File: config.mk
export PLATFORM = sky130hd
export DESIGN_NAME = sram_responder_flat
export DESIGN_NICKNAME = d
export VERILOG_FILES = /design/src/rtl/sram_responder_if.sv /design/src/rtl/sram_responder.sv /design/src/flat_wrapper.sv
export SDC_FILE = /design/constraint.sdc
export NUM_CORES = 2
export LEC_CHECK = 0
export ABC_CLOCK_PERIOD_IN_PS = 4800
export BUFFER_PORTS_ARGS = -buffer_cell sky130_fd_sc_hd__buf_4
export CAP_MARGIN = 0
export CORE_MARGIN = 5
export CORE_UTILIZATION = 45
export DETAILED_ROUTE_END_ITERATION = 10
export GPL_TIMING_DRIVEN = 0
export PLACE_DENSITY = 0.71
export RECOVER_POWER = 50
export SLEW_MARGIN = 20
export SYNTH_ARGS = -nofsm -noshare
export SYNTH_HDL_FRONTEND = slang
export SYNTH_SLANG_ARGS = --single-unit
File: constraint.sdc
create_clock -name clk -period 4.8 [get_ports clk]
set_input_delay 1.44 -clock clk [delete_from_list [all_inputs] [get_ports clk]]
set_output_delay 1.44 -clock clk [all_outputs]
set_load 0.05 [all_outputs]
File: src/rtl/sram_responder_if.sv
// Strobe bus between the SRAM bus controller (master) and the memory-side
// responder (slave).
interface sram_responder_if #(
    parameter int ADDR_W = 8,
    parameter int DATA_W = 8
);
    // Handshake: the master holds cs_n low with either we_n or oe_n low for
    // the whole access. The slave raises ready once the access has completed
    // and keeps it high until the strobe is released. The next access may
    // begin only after ready has dropped.
    logic              cs_n;
    logic              oe_n;
    logic              we_n;
    logic              latch;
    logic              incr;
    logic [ADDR_W-1:0] addr_in;
    logic [DATA_W-1:0] data_in;
    logic [DATA_W-1:0] data_out;
    logic              data_oe;
    logic              ready;
    logic [ADDR_W-1:0] addr;

    modport master (
        output cs_n, oe_n, we_n, latch, incr, addr_in, data_in,
        input  data_out, data_oe, ready, addr
    );

    modport slave (
        input  cs_n, oe_n, we_n, latch, incr, addr_in, data_in,
        output data_out, data_oe, ready, addr
    );
endinterface

File: src/rtl/sram_responder.sv
// Memory-side responder for the SRAM strobe bus: local address counter,
// fixed-latency reads, single-shot writes, level ready.
module sram_responder #(
    parameter int ADDR_W        = 8,
    parameter int DATA_W        = 8,
    parameter int ACCESS_CYCLES = 2
) (
    input  logic               clk,
    input  logic               reset,
    sram_responder_if.slave    bus,
    output logic [2:0]         state_dbg
);
    typedef enum logic [2:0] {
        ST_IDLE         = 3'd0,
        ST_READ_WAIT    = 3'd1,
        ST_READ_DRIVE   = 3'd2,
        ST_WRITE_COMMIT = 3'd3,
        ST_WRITE_HOLD   = 3'd4
    } state_t;

    localparam logic [3:0] WAIT_INIT = 4'(ACCESS_CYCLES - 1);

    state_t            state, state_n;
    logic [3:0]        wait_cnt, wait_cnt_n;
    logic [ADDR_W-1:0] addr_q, addr_n;
    logic [ADDR_W-1:0] acc_addr, acc_addr_n;
    logic [DATA_W-1:0] wdata, wdata_n;
    logic [DATA_W-1:0] data_out_q, data_out_n;
    logic              data_oe_q, data_oe_n;
    logic              ready_q, ready_n;
    logic              mem_we;
    logic              rd_req, wr_req;

    logic [DATA_W-1:0] mem [0:(1<<ADDR_W)-1];

    assign rd_req = !bus.cs_n && !bus.oe_n;
    assign wr_req = !bus.cs_n && !bus.we_n;

    always_ff @(posedge clk or posedge reset) begin
        if (reset) begin
            state      <= ST_IDLE;
            wait_cnt   <= '0;
            addr_q     <= '0;
            acc_addr   <= '0;
            wdata      <= '0;
            data_out_q <= '0;
            data_oe_q  <= 1'b0;
            ready_q    <= 1'b0;
        end else begin
            state      <= state_n;
            wait_cnt   <= wait_cnt_n;
            addr_q     <= addr_n;
            acc_addr   <= acc_addr_n;
            wdata      <= wdata_n;
            data_out_q <= data_out_n;
            data_oe_q  <= data_oe_n;
            ready_q    <= ready_n;
        end
    end

    // The array has no reset; a write caught by reset never reaches it
    // because reset forces the FSM out of WRITE_COMMIT before the next edge.
    always_ff @(posedge clk) begin
        if (mem_we) begin
            mem[acc_addr] <= wdata;
        end
    end

    always_comb begin
        state_n = state;
        unique case (state)
            ST_IDLE: begin
                if (wr_req) begin
                    state_n = ST_WRITE_COMMIT;
                end else if (rd_req) begin
                    state_n = ST_READ_WAIT;
                end
            end
            ST_READ_WAIT: begin
                if (!rd_req) begin
                    state_n = ST_IDLE;
                end else if (wait_cnt == 4'd0) begin
                    state_n = ST_READ_DRIVE;
                end
            end
            ST_READ_DRIVE:   if (!rd_req) state_n = ST_IDLE;
            ST_WRITE_COMMIT: state_n = ST_WRITE_HOLD;
            ST_WRITE_HOLD:   if (!wr_req) state_n = ST_IDLE;
            default:         state_n = ST_IDLE;
        endcase
    end

    always_comb begin
        wait_cnt_n = wait_cnt;
        acc_addr_n = acc_addr;
        wdata_n    = wdata;
        data_out_n = data_out_q;
        data_oe_n  = data_oe_q;
        ready_n    = ready_q;
        mem_we     = 1'b0;

        // Counter runs in every state; latch beats incr.
        if (bus.latch) begin
            addr_n = bus.addr_in;
        end else if (bus.incr) begin
            addr_n = addr_q + 1'b1;
        end else begin
            addr_n = addr_q;
        end

        unique case (state)
            ST_IDLE: begin
                if (wr_req) begin
                    acc_addr_n = addr_q;
                    wdata_n    = bus.data_in;
                end else if (rd_req) begin
                    acc_addr_n = addr_q;
                    wait_cnt_n = WAIT_INIT;
                end
            end
            ST_READ_WAIT: begin
                if (rd_req) begin
                    if (wait_cnt == 4'd0) begin
                        data_out_n = mem[acc_addr];
                        data_oe_n  = 1'b1;
                        ready_n    = 1'b1;
                    end else begin
                        wait_cnt_n = wait_cnt - 4'd1;
                    end
                end
            end
            ST_READ_DRIVE: begin
                if (!rd_req) begin
                    data_oe_n = 1'b0;
                    ready_n   = 1'b0;
                end
            end
            ST_WRITE_COMMIT: begin
                mem_we  = 1'b1;
                ready_n = 1'b1;
            end
            ST_WRITE_HOLD: begin
                if (!wr_req) begin
                    ready_n = 1'b0;
                end
            end
            default: begin
                data_oe_n = 1'b0;
                ready_n   = 1'b0;
            end
        endcase
    end

    assign bus.data_out = data_out_q;
    assign bus.data_oe  = data_oe_q;
    assign bus.ready    = ready_q;
    assign bus.addr     = addr_q;
    assign state_dbg    = state;
endmodule

File: src/flat_wrapper.sv
// flat-port wrapper written by rule: the top's interface ports become plain ports
module sram_responder_flat 
#(
    parameter int ADDR_W        = 8,
    parameter int DATA_W        = 8,
    parameter int ACCESS_CYCLES = 2
)
  (clk, reset, state_dbg, bus_cs_n, bus_oe_n, bus_we_n, bus_latch, bus_incr, bus_addr_in, bus_data_in, bus_data_out, bus_data_oe, bus_ready, bus_addr);
  sram_responder_if #(.ADDR_W(ADDR_W), .DATA_W(DATA_W)) bus_i ();
  input  logic clk;
  input  logic reset;
  output logic [2:0] state_dbg;
  input wire logic [$bits(bus_i.cs_n)-1:0] bus_cs_n;
  input wire logic [$bits(bus_i.oe_n)-1:0] bus_oe_n;
  input wire logic [$bits(bus_i.we_n)-1:0] bus_we_n;
  input wire logic [$bits(bus_i.latch)-1:0] bus_latch;
  input wire logic [$bits(bus_i.incr)-1:0] bus_incr;
  input wire logic [$bits(bus_i.addr_in)-1:0] bus_addr_in;
  input wire logic [$bits(bus_i.data_in)-1:0] bus_data_in;
  output wire logic [$bits(bus_i.data_out)-1:0] bus_data_out;
  output wire logic [$bits(bus_i.data_oe)-1:0] bus_data_oe;
  output wire logic [$bits(bus_i.ready)-1:0] bus_ready;
  output wire logic [$bits(bus_i.addr)-1:0] bus_addr;
  assign bus_i.cs_n = bus_cs_n;
  assign bus_i.oe_n = bus_oe_n;
  assign bus_i.we_n = bus_we_n;
  assign bus_i.latch = bus_latch;
  assign bus_i.incr = bus_incr;
  assign bus_i.addr_in = bus_addr_in;
  assign bus_i.data_in = bus_data_in;
  assign bus_data_out = bus_i.data_out;
  assign bus_data_oe = bus_i.data_oe;
  assign bus_ready = bus_i.ready;
  assign bus_addr = bus_i.addr;
  sram_responder #(.ADDR_W(ADDR_W), .DATA_W(DATA_W), .ACCESS_CYCLES(ACCESS_CYCLES)) u_core (.clk(clk), .reset(reset), .bus(bus_i), .state_dbg(state_dbg));
endmodule
Yosys cells after proc, flatten, opt, wreduce, memory -nomap -nowiden. Memory sizes are Yosys's and may differ from the RTL's. A register that Yosys moved wholly into a read port is not among the register bits. Cells that the tools add are included.

Memory bits (writable): 2048. Bits in registers: 33. Logic and storage cells: 68. Bits of input ports: 23. Output and inout bits: 21. Memories: 1.

Memory list: u_core.mem (depth 256, bits a word 8, rd ports 1, clocked after memory_dff 1, write ports 1, RTL line sram_responder.sv:34) `logic [DATA_W-1:0] mem [0:(1<<ADDR_W)-1];`.

Mux-type cells: 25. Add/sub/neg operators: 2. Equality and inequality tests: 13. Reduce and logical (&&, ||, !) cells: 18. Bitwise operators: 2.

Operator list (number): 8-bit 2-to-1 mux (4); 3-bit 2-to-1 mux (6); 4-bit 2-to-1 mux (4); 3-bit case mux with 5 select lines (1); 5-bit AND reduction (2); 8-bit by 1-bit adder with 8-bit output (second input constant) (1); 2-bit != test (second input constant) (4); 4-bit case mux with 2 select lines (1); 4-bit AND reduction (2); 1-bit 2-to-1 mux (7); 3-bit by 2-bit equality test with 1-bit output (second input constant) (2); 2-bit by 1-bit != test with 1-bit output (second input constant) (3); 2-bit nonzero test (3); 1-bit case mux with 5 select lines (1); 4-bit logical NOT (1); 2-bit AND reduction (2); 4-bit by 1-bit subtractor with 4-bit output (second input constant) (1); 3-bit by 1-bit equality test with 1-bit output (second input constant) (1); 3-bit equality test (second input constant) (1); 1-bit logical NOT (3); 3-bit logical NOT (1); 3-bit by 1-bit != test with 1-bit output (second input constant) (1); 3-bit != test (second input constant) (1); 1-bit case mux with 3 select lines (1); 4 further kinds (6).

Longest topological paths before layout.
Word-level depth: 5. Mapped depth: 13. Mapped depth without buffers: 9.

Worst setup path before layout. OpenSTA, ideal clock, no wires.

Kind: register to register. Start point: reg u_core.wdata[0]. End point: mem u_core.mem[0][0] (data pin). Data required time: 3.997 ns. Library setup time: 0.803 ns. Data arrival time: 3.181 ns. Path buffers: 0. Clock period less this slack: 3.984 ns. Path slack: 0.816 ns. Cell stages (with the launch flop): 1. Path through: dfrtp_1.

RTL lines: start: declaration (RTL line sram_responder.sv:27) `logic [DATA_W-1:0] wdata, wdata_n;`; start signal: assignment (RTL line sram_responder.sv:54) `wdata <= wdata_n;`; end: declaration (RTL line sram_responder.sv:34).

Straight into the memory's write port.

==> results.ini <==
[route]
drt-wirelength-per-cell_um=42.7
drtIter0Drc=9028
route.met3.wl_um=49400
first_pass_iters=10
via_count=46789
ant_nets=0
routed_wl_um=290000
m1WireLength_um=95800
drc=0
viasPerCell=6.88
detailroute.wirelength.met2_um=120000
dr.max_layer_used=met5

[final_layout]
final_cells=6798
syn2layout_area_growth_pct=14.0
layout.nets=4274
final_area_sq_um=93200
seqCellArea_sq_um=62500
drive_gt1_share_pct=28.6
fill_cells=13987
final_util_pct=51.6
multi_input_comb_area_sq_um=19100

[power_and_ir_drop]
vdd_ir_drop_max_uv=454
power_density_nw_per_um2=663
leakage_nw=28.9

[clocking]
postCtsHoldBufs=0
clkLatencyLatePin_ns=0.86
clkTransAtPathRegs_ns=0.07
cts_sinks=2089
numCtsBuffers=200
cts_tree=built
cts_max_level=4
clockBufferDepth=3
ctsRootBufferMaster=clkbuf_16

[min_path]
hp-class=flop to flop

[logic_synthesis]
syn_nets=3993
synth_common_cells=edfxtp_1 (2,048), mux4_2 (467), nor2_1 (323), mux2i_1 (220), nand2_1 (154)
synth_edf_count=2048
syn-instance-count=3968
syn_avg_cell_area_sq_um=20.6
synth_top_area_share_pct=75.2
async_flop_share_pct=1.96
ys_seq_elements=2089
synth.distinct_cells=67
synth_top_area_cell=edfxtp_1
netlist_top_cells_area=edfxtp_1 (75%), mux4_2 (13%), mux2i_1 (2.7%)
synth.most_common_cell=edfxtp_1
ys_seq_area_share_pct=76.5
syn_area_sq_um=81800
synth_flop_cell=edfxtp_1
yosysWarnings=0

[timing]
rsz0062_at_grt=true
setup_slack_ns=-0.394
fin_crit_sh_pct=108
clock_skew_ns=0.0674
slew_headroom_pct=-151
worstMarginPinSlew_ns=3.77
clock.fmax_mhz=193
min_period_ns=5.19
finalHoldViolCount=0
report.final.slew_viol_count=1358
setup_viol=1561

[floorplan]
start_util_pct=45.2
io_pins=44
die_h_um=436
die_x_um=436
core_region_area_sq_um=181000
row_count=156
dieArea_sq_um=190000

[worst_setup_path]
cp_top_family=buffers and inverters
cp-end-kind=flop
startpoint_type=flop
critPathKind=flop to flop
crit_arrival_ns=5.98
cp_cell_sequence=buf_4, buf_2, buf_2, buf_2, mux2i_1, nand2_1, o221ai_1, o41ai_1, nand2_1, a31oi_1
cp_max_fo=12
slowest_stage=o41ai_1
slowest_delay_ns=0.80
cp_common_cell=buf_2
cp.required_ns=5.58
critPathBufInv=4

[place]
dp_hpwl_um=190000
dpl_worst_slack_ns=-1.17
portBuffers=42
dp.cells=6418
placed_cell_area_sq_um=86000
finalWeightedCongestion=1.05

[global_route]
grt_pass1_vias=44016
overflow=0
grt_max_degree=89
grt_pass1_wl_um=385000
antenna_found_initial=17
grt_usage_pct=30.1

[status]
status=complete, but fails checks
violations=max-capacitance violations, max-slew violations, negative setup slack

[job]
drv_cap=20

## power breakdown
| group | total, W | internal (W) | switching [W] |
|---|---|---|---|
| Sequential | 0.0238 | 0.0231 | 0.000743 |
| Combinational | 0.0224 | 0.00620 | 0.0162 |
| Clock | 0.0156 | 0.00849 | 0.00706 |
| Total | 0.0618 | 0.0378 | 0.0240 |
## path summary, 6_finish.rpt
| kind | startpoint | slack [ns] | depth (start not counted) | endpoint |
|---|---|---|---|---|
| min in group asynchronous | reset | 0.72 | 2 | u_core.bus.data_out[6]$_DFFE_PP0P_ |
| max in group asynchronous | reset | 1.95 | 3 | u_core.acc_addr[2]$_DFFE_PP0P_ |
| hold / removal | u_core.wait_cnt[1]$_DFFE_PP0P_ | 0.51 | 2 | u_core.wait_cnt[1]$_DFFE_PP0P_ |
| setup reg to reg | u_core.acc_addr[3]$_DFFE_PP0P_ | -0.39 | 10 | u_core.bus.data_out[7]$_DFFE_PP0P_ |
| hold reg to reg | u_core.wait_cnt[1]$_DFFE_PP0P_ | 0.51 | 2 | u_core.wait_cnt[1]$_DFFE_PP0P_ |
| setup / recovery | u_core.acc_addr[3]$_DFFE_PP0P_ | -0.39 | 10 | u_core.bus.data_out[7]$_DFFE_PP0P_ |
## layer usage
metal	up-vias	GRT usage (%)
li1	16993	-
met1	24155	37.4
met2	4591	41.3
met3	1038	14.9
met4	12	19.9
met5	-	1.08
## layout by cell type (no fill, tap or decap), types with 24 or more instances in the layout
master     synthesis  layout
a22oi_1           67      67
buf_2             79      72
nor2_4             0     115
buf_4             58     113
mux2i_1          220     220
mux4_2           467     467
o21ai_0           30      30
clkbuf_16          0     201
mux2_2            24      24
clkinv_2           0      38
nor2_2             0      86
nor2_1           323     122
dfrtp_1           41      41
nand2_1          154     138
o22ai_1           31      31
edfxtp_1        2048    2048
clkinv_1           0      49
clkbuf_1          74      97
nand3_1           38      37
clkbuf_2           0      34
## registers in the layout (all words and copies together) (netlist names)
name and flops:
u_core.acc_addr 8, u_core.bus.addr 8, u_core.bus.data_oe 1, u_core.bus.data_out 8
u_core.bus.ready 1, u_core.mem 2048, u_core.state_dbg 3, u_core.wait_cnt 4
u_core.wdata 8
## worst min-delay path, stage by stage, from the launching register on
cell and delay (ns):
dfrtp_1 0.36, nand2_1 0.05, o31ai_1 0.06
## cells by family (layout without fill, tap and decap cells)
logic type                 after synthesis  in the layout  synth area share, %
other                                    0             16                    0
and+or+nand+nor                        633            633                 3.40
adders and majority gates                2              2               0.0306
xor gates and xnor gates                 7              7               0.0750
AOI/OAI and AO/OA                      273            273                 2.42
muxes                                  711            711                 15.9
buffers and inverters                  253            697                 1.71
DFF                                   2089           2089                 76.5
## metrics by stage
| stage | power (W) | TNS (ns) | hold WS, ns |
|---|---|---|---|
| after floorplan | 0.0348 | 0 | 0.464 |
| after global placement | 0.0441 | -6106.51 | 0.490 |
| after detailed placement | 0.0452 | -1019.85 | 0.502 |
| after CTS | 0.0605 | -0.0253 | 0.512 |
| after global routing | 0.0620 | -40.06 | 0.555 |
| final | 0.0618 | -226.64 | 0.508 |
## repair_timing
item | 4_1_cts | 5_1_grt
buffers inserted | 0 | 0
gates resized for setup | 314 | 42
setup endpoints to repair | 1900 | 735
## final cells by class
type | count | share of cell area (%)
inverters | 12 | 0.0483
clock buffers | 241 | 5.57
well taps | 2370 | 3.18
clock inverters | 124 | 1.23
multi-input cells | 1626 | 20.4
diodes | 16 | 0.0430
repair buffers | 80 | 0.851
flip-flops and latches | 2089 | 67.1
plain buffers | 240 | 1.55
(Power assumes the default switching activity.)
